`src/rtl/mvau_pkg.sv`:
```
// Shared definitions for the MVAU stream input path: controller state
// encoding and the buffer/fold counter width rule.
package mvau_pkg;

  typedef enum logic [0:0] {
    FILL   = 1'b0,
    REPLAY = 1'b1
  } state_e;

  // Counter/address width for a range of n values, never narrower than one bit.
  function automatic int buf_addr_w(input int n);
    if (n <= 1) begin
      return 1;
    end else begin
      return $clog2(n);
    end
  endfunction

endpackage

```
`src/rtl/mvau_inp_buf_ctrl_if.sv`:
```
// Handshake and buffer-control bundle between the MVAU input buffer
// controller (master) and its environment (slave).
interface mvau_inp_buf_ctrl_if #(
  parameter int BUF_ADDR = 4
);
  logic                in_v;
  logic                in_rdy;
  logic                cons_rdy;
  logic                buf_wr_en;
  logic                buf_rd_en;
  logic [BUF_ADDR-1:0] buf_addr;
  logic                out_v;
  logic                out_sf_first;
  logic                out_sf_last;
  logic                out_nf_last;
  logic                vec_done;

  modport master (
    input  in_v, cons_rdy,
    output in_rdy, buf_wr_en, buf_rd_en, buf_addr,
           out_v, out_sf_first, out_sf_last, out_nf_last, vec_done
  );

  modport slave (
    output in_v, cons_rdy,
    input  in_rdy, buf_wr_en, buf_rd_en, buf_addr,
           out_v, out_sf_first, out_sf_last, out_nf_last, vec_done
  );
endinterface

```
`src/rtl/mvau_fold_cnt.sv`:
```
// Wrap counter 0..MAX-1 advancing on en_i; last_o flags the terminal count.
module mvau_fold_cnt #(
  parameter int MAX = 4,
  parameter int W   = 2
) (
  input  logic         clk_i,
  input  logic         rst_i,
  input  logic         en_i,
  output logic [W-1:0] cnt_o,
  output logic         last_o
);

  logic [W-1:0] cnt_q;
  logic [W-1:0] cnt_d;

  assign last_o = (cnt_q == W'(MAX - 1));
  assign cnt_o  = cnt_q;

  // Next count: hold, increment, or wrap to zero after the terminal value.
  always_comb begin
    cnt_d = cnt_q;
    if (en_i) begin
      if (last_o) begin
        cnt_d = W'(0);
      end else begin
        cnt_d = cnt_q + W'(1);
      end
    end else begin
      cnt_d = cnt_q;
    end
  end

  // Count register.
  always_ff @(posedge clk_i or posedge rst_i) begin
    if (rst_i) begin
      cnt_q <= W'(0);
    end else begin
      cnt_q <= cnt_d;
    end
  end

endmodule

```
`src/rtl/mvau_inp_buf_ctrl.sv`:
```
// MVAU input buffer sequencer: writes one activation vector through the
// buffer during FILL while forwarding it, then replays it for the remaining
// neuron folds. Framing flags are registered once to line up with the
// buffer's one-cycle output register.
module mvau_inp_buf_ctrl
  import mvau_pkg::*;
#(
  parameter int SF       = 16,
  parameter int NF       = 4,
  parameter int BUF_ADDR = buf_addr_w(SF)
) (
  input  logic                  aclk,
  input  logic                  areset,
  mvau_inp_buf_ctrl_if.master   bus
);

  localparam int NF_W = buf_addr_w(NF);

  state_e              state_q;
  state_e              state_d;
  logic                issue_s;
  logic                wr_s;
  logic                rd_s;
  logic [BUF_ADDR-1:0] sf_cnt_s;
  logic [NF_W-1:0]     nf_cnt_s;
  logic                sf_last_s;
  logic                nf_last_s;
  logic                fold0_s;
  logic                out_v_q;
  logic                out_sf_first_q;
  logic                out_sf_last_q;
  logic                out_nf_last_q;
  logic                vec_done_q;

  assign fold0_s = (nf_cnt_s == NF_W'(0));

  // Word position inside the current fold.
  mvau_fold_cnt #(
    .MAX (SF),
    .W   (BUF_ADDR)
  ) u_sf_cnt (
    .clk_i  (aclk),
    .rst_i  (areset),
    .en_i   (issue_s),
    .cnt_o  (sf_cnt_s),
    .last_o (sf_last_s)
  );

  // Fold index; advances only when a fold's last word issues.
  mvau_fold_cnt #(
    .MAX (NF),
    .W   (NF_W)
  ) u_nf_cnt (
    .clk_i  (aclk),
    .rst_i  (areset),
    .en_i   (issue_s & sf_last_s),
    .cnt_o  (nf_cnt_s),
    .last_o (nf_last_s)
  );

  // Issue decision, buffer strobes and next state; reset blocks any issue.
  always_comb begin
    issue_s = 1'b0;
    wr_s    = 1'b0;
    rd_s    = 1'b0;
    state_d = state_q;
    case (state_q)
      FILL: begin
        issue_s = ~areset & bus.in_v & bus.cons_rdy;
        wr_s    = issue_s;
        if (issue_s && sf_last_s && fold0_s && !nf_last_s) begin
          state_d = REPLAY;
        end else begin
          state_d = FILL;
        end
      end
      REPLAY: begin
        issue_s = ~areset & bus.cons_rdy;
        rd_s    = issue_s;
        if (issue_s && sf_last_s && nf_last_s) begin
          state_d = FILL;
        end else begin
          state_d = REPLAY;
        end
      end
      default: begin
        issue_s = 1'b0;
        state_d = FILL;
      end
    endcase
  end

  // State register plus issue-cycle framing flags delayed by one cycle.
  always_ff @(posedge aclk or posedge areset) begin
    if (areset) begin
      state_q        <= FILL;
      out_v_q        <= 1'b0;
      out_sf_first_q <= 1'b0;
      out_sf_last_q  <= 1'b0;
      out_nf_last_q  <= 1'b0;
      vec_done_q     <= 1'b0;
    end else begin
      state_q        <= state_d;
      out_v_q        <= issue_s;
      out_sf_first_q <= issue_s & (sf_cnt_s == BUF_ADDR'(0));
      out_sf_last_q  <= issue_s & sf_last_s;
      out_nf_last_q  <= issue_s & nf_last_s;
      vec_done_q     <= issue_s & sf_last_s & nf_last_s;
    end
  end

  assign bus.in_rdy       = ~areset & bus.cons_rdy & (state_q == FILL);
  assign bus.buf_wr_en    = wr_s;
  assign bus.buf_rd_en    = rd_s;
  assign bus.buf_addr     = sf_cnt_s;
  assign bus.out_v        = out_v_q;
  assign bus.out_sf_first = out_sf_first_q;
  assign bus.out_sf_last  = out_sf_last_q;
  assign bus.out_nf_last  = out_nf_last_q;
  assign bus.vec_done     = vec_done_q;

endmodule

```
`src/flat_wrapper.sv`:
```
// flat-port wrapper written by rule: the top's interface ports become plain ports
module mvau_inp_buf_ctrl_flat import mvau_pkg::*;
#(
  parameter int SF       = 16,
  parameter int NF       = 4,
  parameter int BUF_ADDR = buf_addr_w(SF)
)
  (aclk, areset, bus_in_v, bus_cons_rdy, bus_in_rdy, bus_buf_wr_en, bus_buf_rd_en, bus_buf_addr, bus_out_v, bus_out_sf_first, bus_out_sf_last, bus_out_nf_last, bus_vec_done);
  mvau_inp_buf_ctrl_if #(.BUF_ADDR(BUF_ADDR)) bus_i ();
  input  logic aclk;
  input  logic areset;
  input wire logic [$bits(bus_i.in_v)-1:0] bus_in_v;
  input wire logic [$bits(bus_i.cons_rdy)-1:0] bus_cons_rdy;
  output wire logic [$bits(bus_i.in_rdy)-1:0] bus_in_rdy;
  output wire logic [$bits(bus_i.buf_wr_en)-1:0] bus_buf_wr_en;
  output wire logic [$bits(bus_i.buf_rd_en)-1:0] bus_buf_rd_en;
  output wire logic [$bits(bus_i.buf_addr)-1:0] bus_buf_addr;
  output wire logic [$bits(bus_i.out_v)-1:0] bus_out_v;
  output wire logic [$bits(bus_i.out_sf_first)-1:0] bus_out_sf_first;
  output wire logic [$bits(bus_i.out_sf_last)-1:0] bus_out_sf_last;
  output wire logic [$bits(bus_i.out_nf_last)-1:0] bus_out_nf_last;
  output wire logic [$bits(bus_i.vec_done)-1:0] bus_vec_done;
  assign bus_i.in_v = bus_in_v;
  assign bus_i.cons_rdy = bus_cons_rdy;
  assign bus_in_rdy = bus_i.in_rdy;
  assign bus_buf_wr_en = bus_i.buf_wr_en;
  assign bus_buf_rd_en = bus_i.buf_rd_en;
  assign bus_buf_addr = bus_i.buf_addr;
  assign bus_out_v = bus_i.out_v;
  assign bus_out_sf_first = bus_i.out_sf_first;
  assign bus_out_sf_last = bus_i.out_sf_last;
  assign bus_out_nf_last = bus_i.out_nf_last;
  assign bus_vec_done = bus_i.vec_done;
  mvau_inp_buf_ctrl #(.SF(SF), .NF(NF), .BUF_ADDR(BUF_ADDR)) u_core (.aclk(aclk), .areset(areset), .bus(bus_i));
endmodule
```
`config.mk`:
```
export PLATFORM = sky130hd
export DESIGN_NAME = mvau_inp_buf_ctrl_flat
export DESIGN_NICKNAME = d
export VERILOG_FILES = /design/src/rtl/mvau_pkg.sv /design/src/rtl/mvau_inp_buf_ctrl_if.sv /design/src/rtl/mvau_fold_cnt.sv /design/src/rtl/mvau_inp_buf_ctrl.sv /design/src/flat_wrapper.sv
export SDC_FILE = /design/constraint.sdc
export NUM_CORES = 1
export LEC_CHECK = 0
export CORE_MARGIN = 2
export CORE_UTILIZATION = 45
export DETAILED_ROUTE_END_ITERATION = 6
export PLACE_DENSITY = 0.75
export RECOVER_POWER = 25
export SYNTH_ARGS = -nofsm -noshare
export SYNTH_HDL_FRONTEND = slang
export SYNTH_SLANG_ARGS = --single-unit
```
`constraint.sdc`:
```
create_clock -name aclk -period 1.6 [get_ports aclk]
set_input_delay 0.16 -clock aclk [delete_from_list [all_inputs] [get_ports aclk]]
set_output_delay 0.16 -clock aclk [all_outputs]
set_load 0.005 [all_outputs]
```
Yosys cells after proc, flatten, opt, wreduce, memory -nomap -nowiden
Index checks and enable logic that the tools add are counted.
{"block": "word_totals", "register_bits": 12, "word_cells": 38, "rom_bits": 0, "memories": 0, "mem_bits_rw": 0, "latchBits": 0}
{"block": "classes", "shifts": 0, "add_sub_neg": 2, "n_div": 0, "bitwise_logic": 10, "n_mul": 0, "n_mux": 8, "n_lt_le_gt_ge": 0, "n_eq_ne": 2, "reduce_logical": 8}
{"cell": "bitwise AND 1 bit", "count": 8}
{"cell": "logical AND 1 bit", "count": 5}
{"cell": "adder 4 x 1 -> 4 bit (second input constant)", "count": 1}
{"cell": "== test 4 bit (second input constant)", "count": 1}
{"cell": "zero test 4 bit", "count": 1}
{"cell": "2-to-1 mux 1 bit", "count": 4}
{"cell": "2-to-1 mux 4 bit", "count": 1}
{"cell": "case mux 1 bit (2 select lines)", "count": 2}
{"cell": "adder 2 x 1 -> 2 bit (second input constant)", "count": 1}
{"cell": "== test 2 bit (second input constant)", "count": 1}
{"cell": "zero test 2 bit", "count": 1}
{"cell": "2-to-1 mux 2 bit", "count": 1}
{"cell": "inverter 1 bit", "count": 2}
{"cell": "zero test 1 bit", "count": 1}

Logic depth before layout (Yosys ltp)
Gate-level depths: netlist of the first run.
{"block": "logic_depth", "ltp_word": 8, "mapped_depth": 4, "depth_no_buf": 4}

Hierarchy
From an unflattened synthesis of the first run, not the netlist that was laid out.
{"block": "hier_totals", "hier_cells": 46, "hier_area_um2": 551.8}
{"module": "mvau_inp_buf_ctrl", "seq_area_each_um2": 150.1, "area_each_um2": 265.3, "n_inst": 1, "cells_per_inst": 23}
{"module": "mvau_fold_cnt at u_core.u_sf_cnt", "seq_area_each_um2": 100.1, "area_each_um2": 188.9, "n_inst": 1, "cells_per_inst": 16}
{"module": "mvau_fold_cnt at u_core.u_nf_cnt", "seq_area_each_um2": 50.0, "area_each_um2": 97.6, "n_inst": 1, "cells_per_inst": 7}

Worst setup path after synthesis of the first run
No wires, ideal clock.
{"block": "synth_timing", "path_type": "flip-flop to flip-flop", "start": "register u_core.u_sf_cnt.cnt_q[0] (netlist: u_core.u_sf_cnt.cnt_o[0])", "end": "register u_core.u_nf_cnt.cnt_q[0] (netlist: u_core.u_nf_cnt.cnt_o[0])", "stages_incl_launch_ff": 5, "path_buffers": 0, "arrival_time_ns": 1.361, "t_required_ns": 1.475, "slack_ns": 0.114, "cell_sequence": "dfrtp_1 -> ha_1 -> and3_4 -> nor3b_4 -> mux2_2"}
{"block": "synth_between", "elab_chain_len": 2}
{"item": "from (decl)", "line": "mvau_fold_cnt.sv:13", "source": "logic [W-1:0] cnt_q;"}
{"item": "from (signal assigned)", "line": "mvau_fold_cnt.sv:38", "source": "cnt_q <= cnt_d;"}
{"item": "== test 4 bit", "line": "mvau_fold_cnt.sv:16", "source": "assign last_o = (cnt_q == W'(MAX - 1));"}
{"item": "bitwise AND 1 bit", "line": "mvau_inp_buf_ctrl.sv:56", "source": ".en_i (issue_s & sf_last_s),"}
{"item": "via u_core.u_nf_cnt.en_i", "line": "mvau_fold_cnt.sv:8", "source": "input logic en_i,"}
{"item": "to (signal assigned)", "line": "mvau_fold_cnt.sv:38"}
{"item": "to (decl)", "line": "mvau_fold_cnt.sv:13"}
The timed path passes the listed nets, and every way through them passes these cells.
A chain may end at the register's enable or synchronous reset.

Worst setup path after layout of the first run
{"block": "layout_timing", "start": "input areset", "end": "output bus_buf_wr_en"}
{"block": "layout_between", "elab_chain_len": 4}
{"item": "from (decl)", "line": "flat_wrapper.sv:11", "source": "input logic areset;"}
{"item": "inverter 1 bit", "line": "mvau_inp_buf_ctrl.sv:69", "source": "issue_s = ~areset & bus.in_v & bus.cons_rdy;"}
{"item": "bitwise AND 1 bit (2 in series)", "line": "mvau_inp_buf_ctrl.sv:69"}
{"item": "2-to-1 mux 1 bit", "line": "mvau_inp_buf_ctrl.sv:67", "source": "case (state_q)"}
{"item": "to (decl)", "line": "flat_wrapper.sv:15", "source": "output wire logic [$bits(bus_i.buf_wr_en)-1:0] bus_buf_wr_en;"}
No other way between the ends.

==> flow_summary.ini, run 1 <==
[global_route]
grt_max_degree = 13
antenna_found_initial = 0
grt_pass1_vias = 388
grt_pass1_wl_mm = 1.73
grt_overflow_total = 0
grt_use_total = 0.171

[worst_setup_path]
worst_setup_path_start_kind = primary input
crit_required_ns = 1.44
crit_type = in2out
critical_path.max_fanout = 3
rr_worst_depth = 4
reg2reg_from = u_core.u_sf_cnt.cnt_o[0]$_DFFE_PP0N_
arrival_ns = 1.34
r2r_slack_ns = 0.12
r2r_end = u_core.u_nf_cnt.cnt_o[1]$_DFFE_PP0P_
end_kind = output pin

[synthesis]
ys_seq_area_frac = 0.513
synth_most_common_cell = dfrtp_1
syn_nets = 57
avgSynthCellArea_sq_um = 12.0
yosys_warnings = 0
ys.flop_type = dfrtp_1
ys_ff_latch = 12
synthCells = 49
synth_cell_types = 24
ys_top_cells_by_count = dfrtp_1, inv_1, ha_1
ys_async_sr_fraction = 1.00
synth_edf_count = 0
netlist.area_leader.share = 0.513
netlist_area_sq_um = 586
synth_top_cell_by_area = dfrtp_1
yosys-top-cells-area = dfrtp_1, ha_1, mux2_2, inv_1, and2_1

[route]
first_pass_iters = 4
post_drt_wl_per_cell_um = 12.4
routed_wl_mm = 1.09
vias_per_cell = 5.19
drc_errors = 0
num_vias = 457
drtIter0Drc = 15
ant_nets = 0

[floorplanning]
core_sq_um = 1160
io_pins = 16
die_h_um = 40.1
dieArea_sq_um = 1610
row_count = 12
start_util = 0.506
chipWidth_um = 40.1

[place]
port_buffers = 15
dp_hpwl_um = 786
routabilityCongestion = 0.772
place_area_sq_um = 798
dp_cells = 84
pre_cts_ws_ns = -0.0562

[power]
p_leak_nw = 0.437
ir_drop_mv = 1.02
power.density_nw_per_um2 = 1350

[clocking]
cts_tree = built
cts_max_level = 1
max-clock-path-buffers = 2
cts_buffers = 3
post_cts_resized = 3
clk_latency_ns = 0.28
cts_setup_buffers = 0
clk_pin_slew_ns = 0.09
cts-hold-fix-buffers = 0
root_buffer = clkbuf_4
clkSinkCount = 12

[finish]
nets = 83
area_growth_pct = 43.8
drive_above_1_share = 0.284
instances_no_fill = 88
design_area_sq_um = 842
utilization = 0.728
antennaDiodeCount = 0

[sta]
tightest_slew_ns = 0.455
max_freq_mhz = 666
slew_headroom = 0.697
period_share = 0.939
finalHoldViolations = 0
clock_skew_ns = 0.00711
rsz0062_at_grt = no
setup_slack_ns = 0.0979
slew_viol_final = 0
hold_slack_ns = 0.345
period_needed_ns = 1.50
setup_viol = 0

[worst_hold_path]
hold_path_class = in2async

[run]
maxCapViolCount = 0

[run_status]
status = completed
state kept, by name, indices dropped and copies added (netlist names):
| register | cells |
|---|---|
| u_core.u_sf_cnt.cnt_o | 4 |
| u_core.u_nf_cnt.cnt_o | 2 |
| u_core.bus.out_nf_last | 1 |
| u_core.bus.out_sf_first | 1 |
| u_core.bus.out_sf_last | 1 |
| u_core.bus.out_v | 1 |
| u_core.bus.vec_done | 1 |
| u_core.state_q | 1 |
power breakdown:
group	leakage, nW	switching [mW]	total (mW)	internal, mW
sequential	0.156	0.0707	0.446	0.375
combinational	0.259	0.182	0.435	0.254
clock	0.0210	0.113	0.252	0.138
metal layers:
layer  up-vias  wire length [um]  global-route usage
li1        219                 -                   -
met1       216               542               0.213
met2        20               467               0.258
met3         2                71              0.0500
met4         0                10               0.103
met5         -                 0                   0
metrics by stage:
step / power (mW) / TNS, ns
after global routing: 1.19 / 0
after detailed placement: 0.882 / -0.159
final: 1.13 / 0
after floorplan: 0.646 / 0
after global placement: 0.862 / -0.112
after CTS: 1.14 / 0
worst max-delay path, stage by stage:
cell,delay [ns]
dlygate4sd3_1,0.55
nand2b_2,0.19
nor2_2,0.09
and2_1,0.12
dlygate4sd2_1,0.23
final cells by class:
cell class / instances / area (sq um)
flip-flops and latches: 12 / 302
multi-input cells: 30 / 262
well taps: 14 / 17.5
fillers: 85 / 314
inverters: 7 / 26.3
repair buffers: 21 / 199
clock buffers: 4 / 36.3
logic make-up after synthesis:
logic type,after synthesis,share of synthesized area
buffers and inverters,7,0.0449
flip-flops,12,0.513
AO/OA/AOI/OAI,7,0.0898
multiplexers,3,0.0577
AND/OR/NAND/NOR,15,0.194
adder cells (fa/ha/maj),4,0.0855
XOR/XNOR,1,0.0150
how the worst max path moves through the flow:
stage | start | to | slack, ns | cells past startpoint
6_report | areset | bus_buf_wr_en | 0.1 | 5
5_1_grt | areset | bus_buf_wr_en | 0.02 | 5
4_1_cts | areset | bus_buf_rd_en | 0.01 | 4
3_5_place_dp | areset | bus_buf_wr_en | -0.06 | 5
3_3_place_gp | areset | bus_buf_wr_en | -0.04 | 5
2_1_floorplan | u_core.u_sf_cnt.cnt_o[0]$_DFFE_PP0N_ | u_core.u_nf_cnt.cnt_o[0]$_DFFE_PP0P_ | 0.11 | 4
layout by cell type (no fill, tap or decap):
cell,count
nor2_2,2
nor3b_4,1
buf_4,6
clkdlybuf4s50_1,11
nand3_1,1
dlygate4sd2_1,1
a41oi_1,1
nand2b_2,1
clkbuf_8,1
a31oi_1,1
and2b_1,1
nor2_1,1
dfrtp_2,1
a21o_1,1
dlymetal6s2s_1,2
dlygate4sd3_1,1
nor4_1,1
o21ai_2,1
clkbuf_4,3
o31ai_1,1
and3_4,1
ha_1,4
and3_2,1
nor4b_1,1
mux2_2,3
inv_1,7
nor3b_1,1
and2_1,3
o41ai_1,1
a21oi_1,1
xnor2_1,1
dfrtp_1,11
No activity file was read; power rests on OpenSTA's default activity.
==> run 2: changes to the inputs <==
Settings changed: REMOVE_ABC_BUFFERS set to 1, SLEW_MARGIN set to 10.
==> results of run 2 <==
Final layout, timing and power as in run 1 (identical DEF).
==> run 3: changes to the inputs <==
Settings changed: CELL_PAD_IN_SITES_DETAIL_PLACEMENT set to 1, CELL_PAD_IN_SITES_GLOBAL_PLACEMENT set to 1, CORE_UTILIZATION 45 to 35, PLACE_DENSITY 0.75 to not set, PLACE_DENSITY_LB_ADDON set to 0.1.
==> run 3 against run 2 <==
Against the previous run:
- sequential cell count is the same
- largest cell class unchanged
- sequential share of layout area fell by 0.095 points
- critical endpoint is now u_core.u_nf_cnt.cnt_o[1]$_DFFE_PP0P_
- critical path depth fell by 1
==> flow_summary.ini, run 3 (synthesis results as in run 1) <==
[run_status]
status = completed

[clocking]
cts-hold-fix-buffers = 0
clk_pin_slew_ns = 0.08
cts_tree = built
clkSinkCount = 12
cts_buffers = 3
cts_max_level = 1
clk_latency_ns = 0.27
max-clock-path-buffers = 2
root_buffer = clkbuf_4

[global_route]
grt_pass1_wl_mm = 2.06
grt_overflow_total = 0
grt_use_total = 0.150
grt_pass1_vias = 460
grt_max_degree = 13
antenna_found_initial = 0

[finish]
layout_common_cells = clkdlybuf4s50_1, dfrtp_1, inv_1
instances_no_fill = 90
drive_above_1_share = 0.257
nets = 83
antennaDiodeCount = 0
largest_register_ffs = 4
area_growth_pct = 43.6

[route]
post_drt_wl_per_cell_um = 13.9
drtIter0Drc = 3
routed_wl_mm = 1.25
first_pass_iters = 4
ant_nets = 0
vias_per_cell = 5.14
drc_errors = 0
num_vias = 463

[sta]
finalHoldViolations = 0
period_share = 0.943
max_freq_mhz = 663
setup_slack_ns = 0.0916
rsz0062_at_grt = no
tightest_slew_ns = 0.460
period_needed_ns = 1.51
slew_headroom = 0.693
clock_skew_ns = 0.00143
setup_viol = 0
slew_viol_final = 0

[worst_setup_path]
cp_cell_sequence = ha_1 -> and3_4 -> nor3b_4 -> mux2_2
worst_setup_path_start_kind = register
crit_path_max_incr_delay_ns = 0.37
arrival_ns = 1.67
reg2reg_from = u_core.u_sf_cnt.cnt_o[0]$_DFFE_PP0N_
cp_num_buf_inv = 0
crit_type = reg2reg
crit_family = simple AND/OR/NAND/NOR gates
critical_path.max_fanout = 5
setup.worst_path.start = u_core.u_sf_cnt.cnt_o[0]$_DFFE_PP0N_
cp_slowest_cell = dfrtp_1
end_kind = register
crit_required_ns = 1.76

[worst_hold_path]
hold_path_class = in2async

[place]
dp_hpwl_um = 907
routabilityCongestion = 0.674
port_buffers = 15
dp_cells = 85
pre_cts_ws_ns = -0.108

[power]
pwr-share-comb = 0.384
p_int_mw = 0.764
ir_drop_mv = 0.518
p_leak_nw = 0.439
p_total_mw = 1.12
power.density_nw_per_um2 = 1330
pwr-share-seq = 0.402
p_sw_frac = 0.316
clockPowerShare = 0.214
switchingPower_mw = 0.353

[floorplanning]
row_count = 14
io_pins = 16
start_util = 0.380
core_sq_um = 1540
die_h_um = 44.9
chipWidth_um = 44.9
dieArea_sq_um = 2020

[run]
maxCapViolCount = 0
==> run 3: final timing paths <==
path / end / slack, ns / cells after the start
worst max-delay path: u_core.u_nf_cnt.cnt_o[1]$_DFFE_PP0P_ / 0.09 / 4
worst min-delay path: u_core.u_sf_cnt.cnt_o[1]$_DFFE_PP0N_ / 0.24 / 2
worst max register to register: u_core.u_nf_cnt.cnt_o[1]$_DFFE_PP0P_ / 0.09 / 4
worst min register to register: u_core.bus.out_sf_first$_DFF_PP0_ / 0.53 / 1
max in group asynchronous: u_core.bus.out_nf_last$_DFF_PP0_ / 1.05 / 2
min in group aclk: u_core.bus.out_sf_first$_DFF_PP0_ / 0.53 / 1
==> run 3: cell type report <==
type / count / area [sq um]
Tap cell: 16 / 20.0
Sequential cell: 12 / 300
Clock buffer: 4 / 36.3
Inverter: 7 / 26.3
Timing Repair Buffer: 21 / 199
Multi-Input combinational cell: 30 / 259
Fill cell: 171 / 701
==> run 3: worst register-to-register path, stage by stage, from the launching register on <==
cell	delay (ns)
dfrtp_1	0.37
ha_1	0.19
and3_4	0.22
nor3b_4	0.25
mux2_2	0.36
==> run 3: timing repair <==
action	in CTS	in global routing
resized for setup	1	2
setup endpoints to repair	1	2
setup buffers	0	1
==> run 3: metal layers <==
metal / part of all wire / global-route usage / wire, um / up-vias
met1: 0.43 / 0.179 / 538 / 223
met5: 0 / 0 / 0 / -
li1: - / - / - / 222
met2: 0.50 / 0.243 / 626 / 18
met4: 0 / 0.0706 / 0 / 0
met3: 0.069 / 0.0480 / 86 / 0
==> run 3: power by group through the flow <==
stage	sequential [mW]	clock [mW]	combinational [mW]
floorplan	0.463	0	0.183
global route	0.460	0.263	0.489
global placement	0.447	0	0.421
detailed placement	0.455	0	0.433
finish	0.449	0.239	0.429
CTS	0.449	0.250	0.439
==> run 3: metrics by stage <==
step | hold WS, ns | utilization | setup TNS [ns] | cell area [sq um]
global placement | 0.509 | 0.515 | -0.144 | 793
detailed placement | 0.514 | 0.515 | -0.262 | 793
floorplan | 0.0247 | - | 0 | 586
global route | 0.297 | 0.545 | 0 | 841
CTS | 0.265 | 0.537 | 0 | 828
finish | 0.239 | 0.545 | 0 | 841
